## config.mk

```make
export PLATFORM = sky130hd
export DESIGN_NAME = branch_resolve_unit
export DESIGN_NICKNAME = d
export VERILOG_FILES = /design/src/rtl/branch_resolve_unit.sv
export SDC_FILE = /design/constraint.sdc
export NUM_CORES = 1
export LEC_CHECK = 0
export ABC_AREA = 1
export CORE_ASPECT_RATIO = 1.1
export CORE_MARGIN = 5
export CORE_UTILIZATION = 41
export CTS_CLUSTER_DIAMETER = 30
export DETAILED_ROUTE_END_ITERATION = 7
export PLACE_DENSITY = 0.78
export SYNTH_ARGS = -nofsm -noshare
export SYNTH_HDL_FRONTEND = slang
export SYNTH_SLANG_ARGS = --single-unit
```

## constraint.sdc

```tcl
create_clock -name clk -period 1.9 [get_ports clk]
set_clock_uncertainty 0.1 [all_clocks]
set_input_delay 0.285 -clock clk [delete_from_list [all_inputs] [get_ports clk]]
set_output_delay 0.285 -clock clk [all_outputs]
set_load 0.005 [all_outputs]
```

## src/rtl/branch_resolve_unit.sv

```systemverilog
// Branch condition evaluation and resolution for the ID stage.
// Supplies fetch-stage predictions from a PC-indexed table of 2-bit
// saturating counters, registers the resolved outcome for the flush
// logic one edge later, and keeps saturating branch/mispredict counts.
module branch_resolve_unit #(
  parameter int WORD_LEN  = 32,
  parameter int BHT_DEPTH = 16,
  parameter int CNT_W     = 16
) (
  input  logic                clk,
  input  logic                rst,
  input  logic [WORD_LEN-1:0] if_pc,
  output logic                pred_taken,
  input  logic                valid_in,
  input  logic                flush,
  input  logic [WORD_LEN-1:0] pc_in,
  input  logic                pred_in,
  input  logic [2:0]          branch_cmd,
  input  logic [WORD_LEN-1:0] rs_value,
  input  logic [WORD_LEN-1:0] rt_value,
  output logic                branch_cond,
  output logic                res_valid,
  output logic                res_taken,
  output logic                mispredict,
  output logic [CNT_W-1:0]    br_count,
  output logic [CNT_W-1:0]    mp_count
);

  localparam int IDX_W = $clog2(BHT_DEPTH);

  typedef enum logic [2:0] {
    CMD_NONE = 3'd0,
    CMD_JUMP = 3'd1,
    CMD_BEQ  = 3'd2,
    CMD_BNE  = 3'd3,
    CMD_BLTZ = 3'd4,
    CMD_BGEZ = 3'd5,
    CMD_BGTZ = 3'd6,
    CMD_BLEZ = 3'd7
  } cmd_e;

  cmd_e             cmd;
  logic             rs_neg;
  logic             rs_zero;
  logic             live;
  logic             bht_upd;
  logic             mp_ev;
  logic [IDX_W-1:0] if_idx;
  logic [IDX_W-1:0] id_idx;
  logic [1:0]       bht [BHT_DEPTH];
  logic [1:0]       cur_ctr;
  logic [1:0]       nxt_ctr;

  assign cmd     = cmd_e'(branch_cmd);
  assign rs_neg  = rs_value[WORD_LEN-1];
  assign rs_zero = (rs_value == '0);
  assign live    = valid_in & ~flush & (cmd != CMD_NONE);
  assign bht_upd = live & (cmd != CMD_JUMP);
  assign mp_ev   = live & (branch_cond != pred_in);

  // Word-aligned PCs: bits above the index are ignored, so entries alias.
  assign if_idx     = if_pc[IDX_W+1:2];
  assign id_idx     = pc_in[IDX_W+1:2];
  assign pred_taken = bht[if_idx][1];
  assign cur_ctr    = bht[id_idx];

  // Branch condition for the ID instruction, independent of valid/flush
  always_comb begin
    branch_cond = 1'b0;
    unique case (cmd)
      CMD_NONE: branch_cond = 1'b0;
      CMD_JUMP: branch_cond = 1'b1;
      CMD_BEQ:  branch_cond = (rs_value == rt_value);
      CMD_BNE:  branch_cond = (rs_value != rt_value);
      CMD_BLTZ: branch_cond = rs_neg;
      CMD_BGEZ: branch_cond = ~rs_neg;
      CMD_BGTZ: branch_cond = ~rs_neg & ~rs_zero;
      CMD_BLEZ: branch_cond = rs_neg | rs_zero;
      default:  branch_cond = 1'b0;
    endcase
  end

  // Saturating 2-bit counter step toward the resolved outcome
  always_comb begin
    nxt_ctr = cur_ctr;
    if (branch_cond) begin
      if (cur_ctr != 2'b11) nxt_ctr = cur_ctr + 2'b01;
    end else begin
      if (cur_ctr != 2'b00) nxt_ctr = cur_ctr - 2'b01;
    end
  end

  // Predictor table: reset to weakly not-taken, trained by conditional branches
  always_ff @(posedge clk) begin
    if (!rst) begin
      for (int unsigned i = 0; i < unsigned'(BHT_DEPTH); i++) bht[i] <= 2'b01;
    end else if (bht_upd) begin
      bht[id_idx] <= nxt_ctr;
    end
  end

  // Registered resolution result and saturating statistics
  always_ff @(posedge clk) begin
    if (!rst) begin
      res_valid  <= 1'b0;
      res_taken  <= 1'b0;
      mispredict <= 1'b0;
      br_count   <= '0;
      mp_count   <= '0;
    end else begin
      res_valid  <= live;
      res_taken  <= live & branch_cond;
      mispredict <= mp_ev;
      if (live && (br_count != '1)) br_count <= br_count + 1'b1;
      if (mp_ev && (mp_count != '1)) mp_count <= mp_count + 1'b1;
    end
  end

endmodule
```

==> run_results.csv <==
group,metric,value,unit
run_status,status,"complete, but fails checks",
run_status,failed_checks,"setup timing",
synth,async_reset_ff_frac,0,
synth,syn-cell-area,0.004547,mm2
timing,hold_viol,0,
synth,ys.flop_type,"dfxtp_1",
timing,rsz0062_at_grt,"yes",
timing,slew_headroom,0.6743,
synth,synth-seq-cells,67,
critical_path,cp.arrival,1.93,ns
min_path,holdCritPathClass,"flip-flop to flip-flop",
synth,synth-edff-count,32,
placement,pre_cts_ws,-0.6847,ns
route,viasPerCell,5.150,
global_route,grt_use_met2,0.4059,
pwr,p_int,3.007,mW
critical_path,worst-path-max-fanout,8,
placement,io_buffers,116,
synth,syn_inst,640,
global_route,grt-busiest-layer,"met2",
critical_path,startpoint_type,"flip-flop",
timing,worst_slew_pin_slew,0.4886,ns
floorplan,rows,40,
clock_network,clock_path_buffers,2,
finish,n_antenna_cell,0,
job,drv_cap,0,
synth,post-synth-top-count-cell,"nand2_1",
global_route,grt_usage,0.2155,
synth,synth_fp_nets,778,
timing,fmax,512.5,MHz
synth,yosys_warnings,0,
timing,slew_violations,0,
synth,synth.avg_cell_area,7.104,um2
pwr,pwr-share-clk,0.396,
timing,whs,0.4068,ns
global_route,grt_pass1_wl,24120,um
floorplan,die_x,110.4,um
global_route,grt_pass1_vias,5358,
route,wl_per_cell,15.28,um
pwr,total_power,4.184,mW
floorplan,die_h,120.5,um
pwr,comb_power_share,0.232,
floorplan,ioPinCount,173,
pwr,power.density,580.3,mW/mm2
critical_path,critPathMaxStageDelay,0.42,ns
clock_network,clkTransAtPathRegs,0.06,ns
pwr,peakVddDrop,0.0003995,V
clock_network,numCtsBuffers,9,
synth,yosysSeqAreaShare,0.3654,
clock_network,cts_sinks,67,
timing,setup_tns,-0.6691,ns
synth,synth_top_area_cell,"edfxtp_1",
clock_network,cts.htree.levels,3,
timing,finalWorstSetupSlack,-0.05125,ns
floorplan,start_util,0.4167,
critical_path,endpoint_kind,"flip-flop",
critical_path,worstPathRequired,1.88,ns
global_route,use_met1,0.2378,
clock_network,cts_tree,"built",
clock_network,cts_hold_buf,0,
pwr,switching_share,0.2813,
floorplan,die_area,0.01330,mm2
timing,fin_crit_sh,1.027,
critical_path,cpMaxStageDelayCell,"edfxtp_1",
timing,finalCriticalPeriod,1.951,ns
route,finalWirelength,15330,um
finish,final_util,0.6608,
route,drc,0,
global_route,grt_max_degree,45,
finish,drive_gt1_frac,0.3995,
route,ant_nets,0,
clock_network,cts_root_buf,"clkbuf_16",
floorplan,coreArea,0.01091,mm2
global_route,antenna_found_initial,0,
placement,place_congestion,0.8553,
synth,synth.area.top_cells,"edfxtp_1, dfxtp_1, nand2_1, inv_1, nor2_1",
global_route,gr-usage-met3,0.04154,
critical_path,critical_path.cell_chain,"a22oi_2, nand2_1, nand2_2, nand4_4, buf_6, a21oi_4, clkbuf_16, nand2_2",
route,dr.pass1.iters,7,
finish,syn_to_final_growth,58.56,%
critical_path,crit_top_cell,"nand2_2",
finish,final_nets,989,
timing,setup_viol,30,
route,drt_iter0_markers,337,
critical_path,critPathKind,"flip-flop to flip-flop",
synth,ys_types,44,
route,vias,5165,
placement,dp_hpwl,10820,um
pwr,pwr-share-seq,0.372,
global_route,gr-total-overflow,0,
clock_network,clock_latency,0.33,ns
synth,synth_top_area_frac,0.2113,
pwr,p_sw,1.177,mW
pwr,power_leakage,3.087,nW
synth,synthTopCellsByCount,"nand2_1, inv_1, nor2_1, nand4_1, dfxtp_1",
## cell usage in the layout, fill, tap and decap left out, drive strengths merged, types with 2 or more instances in the layout
| master | Yosys | layout |
|---|---|---|
| nand2 | 164 | 166 |
| nor2 | 117 | 117 |
| buf | 10 | 115 |
| inv | 112 | 113 |
| clkbuf | 4 | 52 |
| clkdlybuf4s50 | 0 | 41 |
| nand4 | 41 | 41 |
| dfxtp | 35 | 35 |
| edfxtp | 32 | 32 |
| xnor2 | 27 | 27 |
| nand3 | 22 | 22 |
| o21ai | 17 | 17 |
| a22oi | 16 | 16 |
| a21oi | 13 | 13 |
| nor3 | 11 | 11 |
| clkdlybuf4s15 | 0 | 7 |
| dlygate4sd2 | 0 | 6 |
| o32ai | 2 | 2 |
| o31ai | 2 | 2 |
| o21a | 2 | 2 |
| ha | 2 | 2 |
| clkinvlp | 0 | 2 |
| clkinv | 0 | 2 |
| nor4 | 2 | 2 |
## routing by layer
layer / routed length [um] / up-vias
li1: - / 2494
met1: 5803 / 2426
met2: 8254 / 203
met3: 765 / 42
met4: 503 / 0
met5: 0 / -
## power by group through the flow
stage / Combinational, mW / Sequential [mW] / Clock [mW]
finish: 0.971 / 1.56 / 1.65
global route: 1.04 / 1.56 / 1.74
CTS: 0.879 / 1.55 / 1.66
detailed placement: 0.828 / 1.58 / 0
global placement: 0.800 / 1.58 / 0
floorplan: 0.414 / 1.58 / 0
## stage by stage
step | cell area [um2] | cells
finish | 7209 | 1003
global route | 7209 | 1003
CTS | 6974 | 991
detailed placement | 6426 | 964
global placement | 6426 | 964
floorplan | 4547 | 640
## final timing paths
kind | from | end | slack [ns] | cells past startpoint
min reg2reg | br_count[13] | br_count[13] | 0.41 | 2
max reg2reg | bht[7][1] | bht[13][0] | -0.05 | 8
max | bht[7][1] | bht[13][0] | -0.05 | 8
min | br_count[13] | br_count[13] | 0.41 | 2
## area by class of cell
cell class              instances  area (um2)
fillers                       914        3701
multi-input cells             449        2882
clock inverters                 6       63.81
repair buffers                212        1740
well taps                     147       183.9
inverters                     112       427.9
clock buffers                  10       229.0
flip-flops and latches         67        1683
## repair_timing
item	CTS	global route
setup buffers	9	10
pin swaps	89	109
gates cloned	2	2
gates resized for setup	200	192
setup endpoints to repair	88	82
## cell families (layout without fill, tap and decap cells)
group / count (synthesis) / after routing / synth area share
AOI/OAI and AO/OA: 57 / 57 / 0.08806
xor gates and xnor gates: 28 / 28 / 0.05394
adders and majority gates: 2 / 2 / 0.005503
buffers and inverters: 126 / 340 / 0.1131
DFF: 67 / 67 / 0.3654
muxes: 1 / 1 / 0.002202
and+or+nand+nor: 359 / 361 / 0.3718
## state kept, by name (all words and copies together) (netlist names)
name        count
mispredict      1
bht            32
mp_count       16
br_count       16
res_valid       1
res_taken       1
## critical path: cells and delay by family, from the launching register on
kind | cells | cell delay (ns)
AOI/OAI and AO/OA | 2 | 0.43
buffers and inverters | 2 | 0.38
DFF | 1 | 0.42
and+or+nand+nor | 4 | 0.38
Power figures use the tool's default switching activity.
